`src/rtl/memory_port_arbiter_pkg.sv`:
```
// rtl/memory_port_arbiter_pkg.sv - shared types for the fetch/data memory port arbiter
package memory_port_arbiter_pkg;

  localparam int XLEN = 32;

  typedef enum logic [1:0] {
    write_byte,
    write_half,
    write_word
  } write_width_t;

  typedef struct packed {
    logic              enable;
    logic [XLEN-1:0]   addr;
    logic [XLEN-1:0]   data;
    write_width_t      width;
  } mem_write_control_t;

  typedef enum logic {
    ARB_PORT_FETCH,
    ARB_PORT_DATA
  } arb_port_t;

  typedef enum logic {
    ARB_IDLE,
    ARB_BUSY
  } arb_state_t;

endpackage

```
`src/rtl/memory_port_arbiter_watchdog.sv`:
```
// rtl/memory_port_arbiter_watchdog.sv - ack watchdog counting busy cycles without mem_ack
module arb_watchdog_counter #(
  parameter int ack_timeout   = 1024,
  parameter int counter_width = 11
) (
  input  logic clock,
  input  logic reset,
  input  logic clear,
  input  logic enable,
  output logic expired
);

  localparam logic [counter_width-1:0] last_count = counter_width'(ack_timeout - 1);

  logic [counter_width-1:0] count;

  always_ff @(posedge clock) begin
    if (reset || clear) begin
      count <= '0;
    end else if (enable && !expired) begin
      count <= count + 1'b1;
    end
  end

  // Gated by enable so an ack in the final cycle suppresses expiry.
  assign expired = enable && (count == last_count);

endmodule

```
`src/rtl/memory_port_arbiter.sv`:
```
// rtl/memory_port_arbiter.sv - round-robin arbiter sharing one memory port between fetch and data
module memory_port_arbiter
  import memory_port_arbiter_pkg::*;
#(
  parameter int ack_timeout   = 1024,
  parameter int counter_width = 11
) (
  input  logic              clock,
  input  logic              reset,
  input  logic              if_req_valid,
  input  logic [XLEN-1:0]   if_req_addr,
  output logic              if_req_accept,
  output logic              if_resp_valid,
  output logic [XLEN-1:0]   if_resp_data,
  input  logic              d_req_valid,
  input  logic [XLEN-1:0]   d_req_addr,
  input  logic              d_req_w_enable,
  input  logic [XLEN-1:0]   d_req_w_data,
  input  write_width_t      d_req_w_width,
  output logic              d_req_accept,
  output logic              d_resp_valid,
  output logic [XLEN-1:0]   d_resp_data,
  output logic              d_resp_error,
  output logic              mem_req,
  output logic [XLEN-1:0]   mem_addr,
  output logic              mem_w_enable,
  output logic [XLEN-1:0]   mem_w_data,
  output write_width_t      mem_w_width,
  input  logic [XLEN-1:0]   mem_r_data,
  input  logic              mem_ack
);

  arb_state_t          state, next_state;
  arb_port_t           last_grant, grant_port;
  mem_write_control_t  latched, grant_ctrl;
  logic                if_eligible, d_eligible;
  logic                accept, complete, expired;
  logic [XLEN-1:0]     resp_word;

  // A port still showing its response pulse is holding a stale request.
  assign if_eligible = if_req_valid && !if_resp_valid;
  assign d_eligible  = d_req_valid && !d_resp_valid;
  assign accept      = if_req_accept || d_req_accept;
  assign complete    = (state == ARB_BUSY) && (mem_ack || expired);
  assign resp_word   = (mem_ack && !latched.enable) ? mem_r_data : '0;

  always_comb begin
    next_state    = state;
    if_req_accept = 1'b0;
    d_req_accept  = 1'b0;
    grant_port    = last_grant;
    grant_ctrl    = latched;
    case (state)
      ARB_IDLE: begin
        if (if_eligible && (!d_eligible || last_grant == ARB_PORT_DATA)) begin
          if_req_accept = 1'b1;
          grant_port    = ARB_PORT_FETCH;
          grant_ctrl    = '{enable: 1'b0, addr: if_req_addr, data: '0, width: write_word};
          next_state    = ARB_BUSY;
        end else if (d_eligible) begin
          d_req_accept = 1'b1;
          grant_port   = ARB_PORT_DATA;
          grant_ctrl   = '{enable: d_req_w_enable, addr: d_req_addr,
                           data: d_req_w_data, width: d_req_w_width};
          next_state   = ARB_BUSY;
        end
      end
      ARB_BUSY: begin
        if (complete) begin
          next_state = ARB_IDLE;
        end
      end
      default: next_state = ARB_IDLE;
    endcase
  end

  always_ff @(posedge clock) begin
    if (reset) begin
      state         <= ARB_IDLE;
      last_grant    <= ARB_PORT_DATA;
      latched       <= '{enable: 1'b0, addr: '0, data: '0, width: write_word};
      if_resp_valid <= 1'b0;
      if_resp_data  <= '0;
      d_resp_valid  <= 1'b0;
      d_resp_data   <= '0;
      d_resp_error  <= 1'b0;
    end else begin
      state         <= next_state;
      if_resp_valid <= 1'b0;
      d_resp_valid  <= 1'b0;
      d_resp_error  <= 1'b0;
      if (accept) begin
        latched    <= grant_ctrl;
        last_grant <= grant_port;
      end
      if (complete) begin
        if (last_grant == ARB_PORT_FETCH) begin
          if_resp_valid <= 1'b1;
          if_resp_data  <= resp_word;
        end else begin
          d_resp_valid <= 1'b1;
          d_resp_data  <= resp_word;
          d_resp_error <= !mem_ack;
        end
      end
    end
  end

  assign mem_req      = (state == ARB_BUSY);
  assign mem_addr     = latched.addr;
  assign mem_w_enable = mem_req && latched.enable;
  assign mem_w_data   = latched.data;
  assign mem_w_width  = latched.width;

  arb_watchdog_counter #(
    .ack_timeout   (ack_timeout),
    .counter_width (counter_width)
  ) u_watchdog (
    .clock   (clock),
    .reset   (reset),
    .clear   (accept),
    .enable  (mem_req && !mem_ack),
    .expired (expired)
  );

endmodule

```
`config.mk`:
```
export PLATFORM = sky130hd
export DESIGN_NAME = memory_port_arbiter
export DESIGN_NICKNAME = d
export VERILOG_FILES = /design/src/rtl/memory_port_arbiter_pkg.sv /design/src/rtl/memory_port_arbiter_watchdog.sv /design/src/rtl/memory_port_arbiter.sv
export SDC_FILE = /design/constraint.sdc
export NUM_CORES = 1
export LEC_CHECK = 0
export ABC_CLOCK_PERIOD_IN_PS = 5000
export CAP_MARGIN = 20
export CORE_ASPECT_RATIO = 0.6
export CORE_MARGIN = 4
export CORE_UTILIZATION = 47
export CTS_BUF_LIST = sky130_fd_sc_hd__clkbuf_2 sky130_fd_sc_hd__clkbuf_4 sky130_fd_sc_hd__clkbuf_8
export CTS_CLUSTER_DIAMETER = 60
export CTS_CLUSTER_SIZE = 25
export DETAILED_ROUTE_END_ITERATION = 10
export PLACE_DENSITY = 0.87
export SLEW_MARGIN = 10
export SYNTH_ARGS = -nofsm -noshare
export SYNTH_HDL_FRONTEND = slang
export SYNTH_SLANG_ARGS = --single-unit
```
`constraint.sdc`:
```
create_clock -name clock -period 5 [get_ports clock]
set_input_delay 0.5 -clock clock [delete_from_list [all_inputs] [get_ports clock]]
set_output_delay 0.5 -clock clock [all_outputs]
set_load 0.1 [all_outputs]
```
==> summary.txt, run 1 <==
Timing
  – Hold Vio Cnt, Final: 0
  – Worst slew margin: 27.8%
  – Final setup viols: 0
  – F_max: 0.301 GHz
  – Final setup TNS: 0 ns
  – RSZ-0062 raised after global routing: false
  – Worst-margin pin slew: 1.08 ns
  – PnR worst setup slack: 1.68 ns
  – Slew Limit Fails: 0
  – Final Skew: 0.0163 ns
  – Fin crit share: 66.4%
  – Fin crit period: 3.32 ns

Logic synthesis
  – Post-synth net total: 756
  – YS warnings: 0
  – Post-Syn Area: 6120 sq um
  – Largest cells by area after synthesis: dfxtp_1 (48%), mux2i_1 (16%), buf_4 (9.1%)
  – Synthesis-stage register bit count: 147
  – Netlist cell types: 43
  – Mean Syn Cell Area: ~9.9 sq um
  – Post-Syn Instances: 619
  – Largest area contributor in the netlist: dfxtp_1
  – Synth top area share: 48.1%
  – Sequential area share after synthesis: 48.1%

Global route
  – Largest net degree at the start of global routing: 67
  – M3 GR Usage: 8.28%
  – Total track usage: 23.2%
  – Grt total ovfl: 0
  – Layer with the highest usage: met2
  – Routing usage on met2: about two fifths
  – First-pass GRT wire length: 27,500 microns
  – Vias in the first global route: 5,364
  – Initial antenna violation count: 0
  – M1 GR Usage: a little over a quarter

Status
  – Status: finished clean

Floorplan
  – Die Area: 15,000 sq um
  – FP Rows: 31
  – Initial Util: between 40 and 50%
  – Vert. Die Dim: about 96 microns
  – Die Wd: 155 microns
  – Placeable core area: 12,400 sq um
  – I/O pin cnt: 273

Clocking
  – Post CTS Setup Buffer Count: 0
  – CTS tree: done
  – Clock Latency Late Sink: 0.43 ns
  – Sinks on Clock Net: 147
  – H-tree Lvls: 4
  – CTS Buffer Depth: 2
  – CTS Root Cell: clkbuf_8
  – Hold_buf cts: 0
  – TritonCTS Buffers: 17
  – Post-cts gate resize count: 0
  – Worst-path clk slew: 0.07 ns

Setup path
  – Top fanout value on the critical path: 6
  – CP peak stage delay: between 1 and 1.5 ns
  – Crit path kind: primary input to output port
  – Crit path top cell by count: clkdlybuf4s50_1
  – Critical Path AT: 2.82 ns
  – Startpoint Class: primary input
  – CP bufs+invs: 2
  – CP endpoint kind: output port
  – Critical path's top delay family: buffers and inverters
  – Critical Path RT: approximately 4.5 ns
  – Worst-path cell chain: clkdlybuf4s50_1 -> nand2b_1 -> a211oi_2 -> clkdlybuf4s50_1
  – Slowest-stage cell, CP: clkdlybuf4s50_1

Flow run
  – Max-Cap Viols: 0

Place
  – Placed Cells: ~950
  – Gpl congestion: 0.819
  – Detailed Place HPWL: 13,200 microns
  – Number of port buffers: approximately 270
  – Placement Setup Slack: 1.70 ns

Routing
  – DR vias/cell: 5.17
  – DR vias: 5,102
  – DRT Pass-1 Iters: 4
  – Initial DRC count: ~220
  – Number of routed nets with antenna violations: 0
  – Drt total wl: ~18,000 microns
  – DRC: 0
  – DR WL/cell: 18.0 microns

Finish
  – Multi-input gate area: 2480 sq um
  – Filler instances: 912
  – Share of cells above drive strength 1: under 10%
  – Synth-to-layout area growth: 44.4%
  – Layout Cells excl Fill: slightly below 1,000
  – Nets: roughly 950
  – FF+latch area: 2940 sq um
  – ANT cells: 0

Pwr
  – Pwr Density: around 340 nW/um^2
  – Tot Pwr: between 3 and 4 mW
  – Peak VDD IR: 0.000189 V
  – Leakage: 3.46 nW

Min path
  – Hold Crit Class: flip-flop to flip-flop
per-stage QoR:
| stage | area (sq um) | utilization [%] | hold slack [ns] |
|---|---|---|---|
| 4_1_cts | 8820 | 71.3 | 0.464 |
| 3_5_place_dp | 8390 | 67.8 | 0.448 |
| 6_report | 8830 | 71.4 | 0.463 |
| 2_1_floorplan | 6120 | - | 0.443 |
| 3_3_place_gp | 8380 | 67.7 | 0.443 |
| 5_1_grt | 8830 | 71.4 | 0.474 |
area by class of cell:
cell class,count,area share (%)
Clock inverter,13,1.97
Multi-Input combinational cell,362,28.0
Timing Repair Buffer,278,31.4
Inverter,2,0.0850
Sequential cell,147,33.3
Clock buffer,19,2.89
Tap cell,165,2.34
worst register-to-register path: cells and delay by family (launching register included):
family	cells	cell delay, ns
buffers and inverters	1	0.49
flip-flops	1	0.39
multiplexers	1	0.32
AO/OA/AOI/OAI	1	0.22
AND/OR/NAND/NOR	2	0.50
adder cells (fa/ha/maj)	1	0.23
placed cells by master (no fill, tap or decap), drive strengths merged, types with 6 or more instances in the layout:
cell,n
inv,6
clkbuf,19
clkdlybuf4s50,271
nor2,12
o21ai,38
a21oi,40
nand2,99
a22o,32
buf,7
mux2i,97
dfxtp,147
cell usage after synthesis:
cell	count
a211oi_2	2
a21o_1	1
a21oi_1	40
a22o_1	32
a22oi_1	2
and2_1	4
and2b_1	1
and3_1	1
and3_2	1
and4b_1	1
buf_2	11
buf_4	74
buf_6	2
buf_8	2
clkbuf_1	19
dfxtp_1	147
ha_1	1
inv_1	2
mux2i_1	97
nand2_1	98
nand2_2	1
nand2b_1	2
nand3_1	3
nand3_2	1
nand4_2	1
nor2_1	11
nor2_2	1
nor2b_1	3
nor3b_1	1
nor3b_2	1
nor4_1	1
nor4_4	1
o2111ai_1	1
o211a_1	2
o211ai_1	1
o21a_1	1
o21ai_0	37
o21ai_2	1
o31ai_1	2
o41ai_2	1
or3_1	3
or4_1	2
xor2_1	3
flip-flops by register name, indices dropped and copies added, names as in the netlist:
register	flops
mem_addr	32
mem_w_width	2
d_resp_data	32
last_grant	1
mem_req	1
d_resp_error	1
if_resp_data	32
if_resp_valid	1
mem_w_data	32
u_watchdog.count	11
latched	1
d_resp_valid	1
final timing paths:
kind / slack [ns] / end / from / cells past startpoint
worst max-delay path: 1.68 / d_req_accept / d_req_valid / 4
worst min-delay path: 0.46 / d_resp_data[20] / d_resp_data[20] / 2
worst max register to register: 2.78 / d_resp_data[18] / u_watchdog.count[0] / 6
worst min register to register: 0.46 / d_resp_data[20] / d_resp_data[20] / 2
cell families (layout without fill, tap and decap cells):
kind of cell	count (synthesis)	after routing	synth area share, %
compound gates	123	123	13.0
xor+xnor	3	3	0.429
fa+ha+maj	1	1	0.204
buf+inv	110	312	12.1
flops	147	147	48.1
mux	97	97	15.9
simple gates	138	138	10.3
layer usage:
layer	wire length, microns	vias to the layer above
met5	0	-
met3	1450	30
met4	296	0
met2	8850	165
met1	7200	2453
li1	-	2454
report_power, final:
group          internal [mW]  switching (mW)
clock                  0.521           0.472
sequential              1.22          0.0327
combinational          0.244           0.546
Note: power is estimated with default switching activity, not from simulation.
==> run 2, diff against run 1 <==
- ABC_CLOCK_PERIOD_IN_PS: 5000 -> 3300
- CORE_UTILIZATION: 47 -> 43
- PLACE_DENSITY: 0.87 -> 0.8
- clock period: 5 -> 3.3 ns (I/O delays scaled with it)
==> run 2 against run 1 <==
Effect of this change:
- critical path depth unchanged
- design area increased by 0.62%
- register-to-register slack got worse by 1.8 ns
- global-route usage decreased by 2.6 points
- worst hold slack got worse by 0.0023 ns
- cell count increased by 2.9%
- critical path type is now flip-flop to output port
- first-iteration DRC count decreased by 11%
- highest routed layer unchanged
- total power increased by 51%
- flip-flop and latch count unchanged
- sequential power increased by 51%
- clock skew about the same
- routed wire length decreased by 3.2%
- critical endpoint is now if_req_accept
==> summary.txt, run 2 (synthesis gave the netlist of run 1 again) <==
Status
  – Status: finished clean

Routing
  – DR WL met3: 1710 microns
  – Initial DRC count: 199
  – DRC: 0
  – DRT Pass-1 Iters: 4
  – DR vias/cell: 4.92
  – Highest Signal Layer: met4
  – DR WL/cell: 17.0 microns
  – M1 wire length: 7180 microns
  – Drt total wl: 17,200 microns
  – Number of routed nets with antenna violations: 0
  – DR vias: 4,994
  – Metal2 WL: a little over 8000 microns

Timing
  – RSZ-0062 raised after global routing: false
  – Hold Vio Cnt, Final: 0
  – Worst-margin pin slew: 1.05 ns
  – Fin crit period: 2.43 ns
  – Slew Limit Fails: 0
  – Final setup TNS: 0 ns
  – Final Skew: roughly 0.017 ns
  – Worst hold slack: 0.460 ns
  – Worst slew margin: 29.8%
  – Fin crit share: 73.7%
  – F_max: 0.411 GHz
  – Final setup viols: 0

Clocking
  – CTS Root Cell: clkbuf_8
  – Hold_buf cts: 0
  – CTS tree: done
  – Clock Latency Late Sink: 0.43 ns
  – H-tree Lvls: 4
  – TritonCTS Buffers: 17
  – Post CTS Setup Buffer Count: 0
  – Worst-path clk slew: 0.08 ns
  – CTS Buffer Depth: 2
  – Post-cts gate resize count: 0
  – Sinks on Clock Net: 147

Floorplan
  – Die Area: 16,300 sq um
  – FP Rows: 33
  – Die Wd: 162 microns
  – I/O pin cnt: roughly 270
  – Initial Util: 44.4%
  – Placeable core area: ~14,000 sq um
  – Vert. Die Dim: 100 microns

Finish
  – Commonest non-fill, non-tap cell in the layout: clkdlybuf4s50_1
  – Most frequent cells in the layout: clkdlybuf4s50_1 (268), dfxtp_1 (147), nand2_1 (98)
  – Synth-to-layout area growth: 45.3%
  – Filler instances: 1,132
  – ANT cells: 0
  – Share of cells above drive strength 1: 7.41%
  – Nets: about 950

Setup path
  – Top fanout value on the critical path: 17
  – Critical Path AT: roughly 2.1 ns
  – Critical Path RT: roughly 3 ns
  – Slowest-stage cell, CP: o21a_2
  – Crit path kind: flip-flop to output port
  – CP peak stage delay: 0.49 ns
  – Worst-path cell chain: nand2b_1 -> o21a_2 -> nor2b_2 -> buf_4
  – Critical path's top delay family: simple AND/OR/NAND/NOR gates
  – CP bufs+invs: 1
  – CP endpoint kind: output port
  – Startpoint Class: flip-flop

Pwr
  – Logic gate share of total power: between 20% and 30%
  – Internal Dissipation: approximately 3.0 mW
  – Net Switching: 1.58 mW
  – Clock network fraction of total power: between 30% and 40%
  – Pwr Density: 516 nW/um^2
  – Sequential power share: 41.5%
  – Leakage: 3.48 nW
  – Sw Ratio: 34.5%
  – Peak VDD IR: 0.000259 V

Place
  – Detailed Place HPWL: 12,700 microns
  – Gpl congestion: 0.836
  – Number of port buffers: roughly 270

Global route
  – Total track usage: 20.6%
  – Grt total ovfl: 0
  – First-pass GRT wire length: roughly 27,000 microns
  – Vias in the first global route: 5,186
  – Largest net degree at the start of global routing: 72
  – Initial antenna violation count: 0

Min path
  – Hold Crit Class: flip-flop to flip-flop

Flow run
  – Max-Cap Viols: 0
## run 2: worst register-to-register path: stages (launching register included)
cell,delay [ns]
dfxtp_1,0.39
ha_1,0.22
nand3_2,0.16
nor4_4,0.33
o211a_2,0.63
buf_12,0.29
mux2i_1,0.23
## run 2: layout make-up
cell class	count	area (sq um)	area share, %
flip-flops and latches	147	2940	33.1
multi-input cells	362	2480	27.9
clock inverters	13	175	1.97
inverters	2	7.51	0.0844
repair buffers	280	2800	31.5
well taps	192	240	2.70
clock buffers	19	249	2.80
## run 2: worst paths after layout
check                                    startpoint         endpoint  slack [ns]  depth (start not counted)
worst max-delay path                   d_resp_valid    if_req_accept        0.87                          4
worst min-delay path                d_resp_data[31]  d_resp_data[31]        0.46                          2
worst max register to register  u_watchdog.count[0]   d_resp_data[2]        0.99                          6
worst min register to register      d_resp_data[31]  d_resp_data[31]        0.46                          2
## run 2: power by group through the flow
stage          Clock (mW)  Combinational, mW  Sequential (mW)
2_1_floorplan           0              0.809             2.04
3_3_place_gp            0               1.18             1.94
3_5_place_dp            0               1.20             1.94
4_1_cts              1.54               1.20             1.90
5_1_grt              1.61               1.24             1.91
6_report             1.49               1.19             1.90
## run 2: metal layers
metal	vias up	track usage, %
li1	2457	-
met1	2358	24.1
met2	166	35.2
met3	13	9.48
met4	0	4.48
met5	-	0
## run 2: through the flow
step | area, sq um | util (%) | power, mW | setup WS (ns) | cells
after floorplan | 6120 | - | 2.85 | 0.0549 | 619
after global placement | 8450 | 61.3 | 3.12 | 0.964 | 983
after detailed placement | 8450 | 61.3 | 3.14 | 0.897 | 983
after CTS | 8880 | 64.4 | 4.64 | 0.835 | 1015
after global routing | 8890 | 64.5 | 4.76 | 0.735 | 1015
final | 8890 | 64.5 | 4.59 | 0.869 | 1015
